===== src/rtl/reset_ctl_pkg.sv =====
// Shared types for the reset conditioner: FSM states and reset-cause encodings.
// No logic; imported by reset_filter and reset_ctl.
// Cause bit 1 = Prop plug pin, bit 0 = key, so the encodings can be ORed together.
package reset_ctl_pkg;

  typedef enum logic [1:0] {
    S_STRETCH = 2'd0,
    S_RUN     = 2'd1,
    S_HOLD    = 2'd2
  } state_t;

  localparam logic [1:0] CAUSE_POR  = 2'b00;
  localparam logic [1:0] CAUSE_KEY  = 2'b01;
  localparam logic [1:0] CAUSE_PIN  = 2'b10;
  localparam logic [1:0] CAUSE_BOTH = 2'b11;

endpackage


===== src/rtl/reset_filter.sv =====
// Synchronizer plus consecutive-count filter for one active-low raw reset source.
// Latency: SYNC_STAGES + THRESHOLD edges from raw change to level change.
// No backpressure; level only moves after THRESHOLD consecutive differing samples.
module reset_filter
  import reset_ctl_pkg::*;
#(
  parameter int SYNC_STAGES = 2,
  parameter int THRESHOLD   = 16
) (
  input  logic clock_160,
  input  logic res,
  input  logic raw,
  output logic level
);

  localparam int CW = $clog2(THRESHOLD + 1);

  logic [SYNC_STAGES-1:0] sync;
  logic [CW-1:0]          cnt;
  logic                   sync_q;

  assign sync_q = sync[SYNC_STAGES-1];

  always_ff @(posedge clock_160) begin
    if (res) begin
      sync  <= '1;
      level <= 1'b1;
      cnt   <= '0;
    end else begin
      sync <= {sync[SYNC_STAGES-2:0], raw};
      // Any sample agreeing with the current level restarts the count.
      if (sync_q != level) begin
        if (cnt == CW'(THRESHOLD - 1)) begin
          level <= sync_q;
          cnt   <= '0;
        end else begin
          cnt <= cnt + 1'b1;
        end
      end else begin
        cnt <= '0;
      end
    end
  end

endmodule


===== src/rtl/reset_ctl.sv =====
// Reset conditioner: filtered key/pin sources -> stretched, registered active-low resn for p1v.
// Latency: key SYNC+DEBOUNCE+1 edges to resn low; release adds STRETCH_CYCLES. Optional RES_PIN_FILTER_EN.
// No backpressure; any pending request holds resn low and restarts the stretch on release.
module reset_ctl
  import reset_ctl_pkg::*;
#(
  parameter int SYNC_STAGES     = 2,
  parameter int DEBOUNCE_CYCLES = 1600000,
  parameter int MIN_PULSE       = 16,
  parameter int STRETCH_CYCLES  = 16000000
) (
  input  logic       clock_160,
  input  logic       res,
  input  logic       key_n,
  input  logic       res_pin,
  output logic       resn,
  output logic [1:0] cause
);

  localparam int SCW = $clog2(STRETCH_CYCLES + 1);

  logic key_level;
  logic key_req;
  logic pin_req;
  logic req;

  reset_filter #(
    .SYNC_STAGES (SYNC_STAGES),
    .THRESHOLD   (DEBOUNCE_CYCLES)
  ) u_key_filter (
    .clock_160 (clock_160),
    .res       (res),
    .raw       (key_n),
    .level     (key_level)
  );

  assign key_req = ~key_level;

`ifdef RES_PIN_FILTER_EN
  logic pin_level;

  reset_filter #(
    .SYNC_STAGES (SYNC_STAGES),
    .THRESHOLD   (MIN_PULSE)
  ) u_pin_filter (
    .clock_160 (clock_160),
    .res       (res),
    .raw       (res_pin),
    .level     (pin_level)
  );

  assign pin_req = ~pin_level;
`else
  // Unfiltered pin: the synchronizer output drives the request directly.
  localparam int unused_min_pulse = MIN_PULSE;

  logic [SYNC_STAGES-1:0] pin_sync;

  always_ff @(posedge clock_160) begin
    if (res) begin
      pin_sync <= '1;
    end else begin
      pin_sync <= {pin_sync[SYNC_STAGES-2:0], res_pin};
    end
  end

  assign pin_req = ~pin_sync[SYNC_STAGES-1];
`endif

  assign req = key_req | pin_req;

  state_t         state;
  state_t         state_nxt;
  logic [SCW-1:0] cnt;
  logic [SCW-1:0] cnt_nxt;
  logic [1:0]     cause_nxt;

  always_comb begin
    state_nxt = state;
    cnt_nxt   = '0;
    cause_nxt = cause;

    case (state)
      S_STRETCH: begin
        if (req) begin
          state_nxt = S_HOLD;
        end else if (cnt == SCW'(STRETCH_CYCLES - 1)) begin
          state_nxt = S_RUN;
        end else begin
          cnt_nxt = cnt + 1'b1;
        end
      end
      S_RUN: begin
        if (req) begin
          state_nxt = S_HOLD;
        end
      end
      S_HOLD: begin
        if (!req) begin
          state_nxt = S_STRETCH;
        end
      end
      default: begin
        state_nxt = S_STRETCH;
      end
    endcase

    // Entry to hold records the active sources; staying in hold accumulates late ones.
    if (state_nxt == S_HOLD) begin
      if (state != S_HOLD) begin
        cause_nxt = {pin_req, key_req};
      end else begin
        cause_nxt = cause | {pin_req, key_req};
      end
    end
  end

  always_ff @(posedge clock_160) begin
    if (res) begin
      state <= S_STRETCH;
      cnt   <= '0;
      resn  <= 1'b0;
      cause <= CAUSE_POR;
    end else begin
      state <= state_nxt;
      cnt   <= cnt_nxt;
      resn  <= (state_nxt == S_RUN);
      cause <= cause_nxt;
    end
  end

endmodule


===== config.mk =====
export PLATFORM = sky130hd
export DESIGN_NAME = reset_ctl
export DESIGN_NICKNAME = d
export VERILOG_FILES = /design/src/rtl/reset_ctl_pkg.sv /design/src/rtl/reset_filter.sv /design/src/rtl/reset_ctl.sv
export SDC_FILE = /design/constraint.sdc
export NUM_CORES = 1
export LEC_CHECK = 0
export CAP_MARGIN = 20
export CORE_MARGIN = 3
export CORE_UTILIZATION = 54
export CTS_CLUSTER_DIAMETER = 60
export DETAILED_ROUTE_END_ITERATION = 8
export GPL_TIMING_DRIVEN = 1
export PLACE_DENSITY_LB_ADDON = 0.25
export SKIP_CTS_REPAIR_TIMING = 1
export SYNTH_ARGS = -nofsm -noshare
export SYNTH_HDL_FRONTEND = slang
export SYNTH_SLANG_ARGS = --single-unit

===== constraint.sdc =====
create_clock -name clock_160 -period 5.3 [get_ports clock_160]
set_clock_uncertainty 0.05 [all_clocks]
set_input_delay 1.06 -clock clock_160 [delete_from_list [all_inputs] [get_ports clock_160]]
set_output_delay 1.06 -clock clock_160 [all_outputs]
set_load 0.02 [all_outputs]

==> impl_metrics.py <==
metrics = {
    "detailed_routing": {
        "dr.pass1.iters": 4,
        "num_vias": 1876,
        "detail-route-antenna-nets": 0,
        "detail_route.drc_violations": 0,
        "avgViaCountPerCell": 5.808,
        "wl_per_cell_microns": 12.90,
        "routed_wirelength_microns": 4168,
        "drt_iter0_markers": 88,
    },
    "place": {
        "dp_hpwl_microns": 2908,
        "dp.cells": 315,
        "globalplace.congestion": 0.7957,
        "io_buffer_count": 6,
    },
    "synth": {
        "synth_fa_ha_area_share_pct": 1.060,
        "synth_top_flop_cell": "sky130_fd_sc_hd__dfxtp_1",
        "syn_area_per_cell_sq_um": 8.876,
        "synth_warnings": 0,
        "synthesis.nets": 272,
        "edff_count_synth": 0,
        "ys_ff_latch": 55,
        "syn-instance-count": 266,
        "synth-simple-area-share_pct": 30.79,
        "synthMuxAreaShare_pct": 0,
        "seq_area_frac_synth_pct": 46.63,
        "postSynth.asyncResetShare_pct": 0,
        "netlist_area_sq_um": 2361,
        "yosys.area_share.xor_xnor_pct": 10.02,
        "synth_cell_type_count": 34,
        "synth_top_family_by_area": "simple AND/OR/NAND/NOR gates",
        "synth_compound_area_share_pct": 8.850,
    },
    "die": {
        "dieHeight_microns": 72.12,
        "initial_core_util_pct": 57.37,
        "placement_rows": 23,
        "boundaryPins": 7,
        "die_w_microns": 72.12,
        "core_region_area_sq_um": 4115,
        "die-area_sq_um": 5201,
    },
    "setup_path": {
        "path_class": "flip-flop to output pin",
        "critPathBufInv": 1,
        "critical_path.max_fanout": 2,
        "max_stage_delay_ns": 0.60,
        "path_cells": "clkdlybuf4s50_1",
        "kind_of_cell_adding_the_most_delay_to_the_critical_path": "buffers and inverters",
        "worst-endpoint-required_ns": 4.19,
        "crit_end_category": "output pin",
        "cp_data_arrival_time_ns": 1.26,
        "critical_path.startpoint_type": "flip-flop",
        "crit_path_top_delay_cell": "sky130_fd_sc_hd__clkdlybuf4s50_1",
    },
    "final_layout": {
        "design.final.nets": 278,
        "mostFrequentLayoutCell": "sky130_fd_sc_hd__dfxtp_1",
        "layout.cells.most_common_list": "sky130_fd_sc_hd__dfxtp_1, sky130_fd_sc_hd__nor2_1, sky130_fd_sc_hd__a21oi_1, sky130_fd_sc_hd__nand4_1",
        "num-fill-cells": 372,
        "post_route_cells_drive_above_1_share_pct": 6.960,
        "n_antenna_cell": 0,
        "instances_no_fill": 323,
        "synthToLayoutAreaGrowth_pct": 9.274,
    },
    "sta": {
        "period_utilization_pct": 44.68,
        "rsz0062_at_grt": "false",
        "holdWs_ns": 0.3717,
        "finalMaxSlewViolations": 0,
        "highest_clock_rate_mhz": 422.3,
        "timing_hold_violations_final": 0,
        "tns_ns": 0,
        "final_setup_violations": 0,
        "minimum_clock_period_ns": 2.368,
        "slew-limit-headroom_pct": 74.93,
        "timing_worst_slew_pin_value_ns": 0.3725,
    },
    "grt": {
        "antenna_found_initial": 0,
        "wire_length_of_the_first_global_routing_pass_microns": 7396,
        "via_count_of_the_first_global_routing_pass": 1807,
        "grtUsageTotal_pct": 17.69,
        "global_route_total_overflow": 0,
        "grt_max_degree": 24,
    },
    "clocking": {
        "cts.sink_count": 55,
        "number_of_buffers_added_by_the_clock_tree_synthesis_step": 5,
        "clock_tree.htree_level_count": 2,
        "clkTransAtPathRegs_ns": 0.10,
        "clock_path_buffers": 2,
        "clk_latency_ns": 0.31,
        "tritoncts": "yes",
        "clock-root-buffer": "sky130_fd_sc_hd__clkbuf_8",
    },
    "outcome": {
        "outcome": "finished clean",
    },
    "power_and_ir_drop": {
        "worst_ir_drop_vdd_uv": 174.9,
        "power.leakage_nw": 0.8149,
        "power_density_nw_per_um2": 277.4,
    },
    "min_path": {
        "hp-class": "flip-flop to flip-flop",
    },
    "flow_run": {
        "maxCapViolCount": 0,
    },
}
-- cell usage after synthesis (all sizes together), types with 5 or more instances --
| library cell | instances | area, sq um |
|---|---|---|
| a21oi | 19 | 95.09 |
| and3 | 5 | 32.53 |
| and4 | 8 | 71.32 |
| clkbuf | 7 | 26.28 |
| dfxtp | 55 | 1101 |
| inv | 7 | 26.28 |
| nand2 | 12 | 45.04 |
| nand3 | 13 | 65.06 |
| nand4 | 16 | 106.4 |
| nor2 | 32 | 120.1 |
| o21ai | 12 | 60.06 |
| o31ai | 5 | 37.54 |
| or3 | 14 | 87.58 |
| or4 | 6 | 48.80 |
| xnor2 | 14 | 122.6 |
| xor2 | 13 | 113.9 |
-- area by class of cell --
cell class / instances / area [sq um] / area share, %
Clock buffer: 5 / 68.82 / 2.667
Clock inverter: 3 / 43.79 / 1.697
Inverter: 7 / 26.28 / 1.018
Multi-Input combinational cell: 195 / 1202 / 46.61
Sequential cell: 55 / 1101 / 42.68
Tap cell: 50 / 62.56 / 2.425
Timing Repair Buffer: 8 / 75.07 / 2.910
-- worst paths after layout --
kind,start,endpoint,slack (ns),cells past startpoint
worst max-delay path,cause[0],cause[0],2.93,1
worst min register to register,pin_sync[0],pin_sync[1],0.37,1
worst max register to register,cnt[0],cnt[22],3.13,5
worst min-delay path,pin_sync[0],pin_sync[1],0.37,1
-- through the flow --
stage                     instance area (sq um)  utilization, %  power (mW)  setup WS [ns]
after floorplan                            2361               -      0.4406          3.338
after global placement                     2467           59.96      0.4470          2.664
after detailed placement                   2467           59.96      0.4474          2.618
after CTS                                  2580           62.69      0.7235          2.912
after global routing                       2580           62.69      0.7403          2.798
final                                      2580           62.69      0.7156          2.932
-- power breakdown --
| group | internal (mW) | leakage, nW | total (mW) | switching, mW |
|---|---|---|---|---|
| logic | 0.00786 | 0.312 | 0.0176 | 0.00976 |
| clock network | 0.141 | 0.0581 | 0.278 | 0.137 |
| registers | 0.417 | 0.445 | 0.420 | 0.00303 |
-- per-layer routing --
layer	GRT usage, %	wire length (microns)
met2	31.24	1984
met3	4.294	107
met4	8.351	76
met5	0	0
met1	19.86	2000
-- flip-flops by register name (all words and copies together), names as in the netlist --
name                cells
u_key_filter.cnt       21
cause                   2
u_key_filter.sync       2
pin_sync                2
u_key_filter.level      1
cnt                    24
resn                    1
state                   2
-- cell families after synthesis --
logic type,after synthesis
flops,55
xor+xnor,27
simple gates,128
fa+ha+maj,2
compound gates,38
buf+inv,16
No activity file was read; power rests on OpenSTA's default activity.
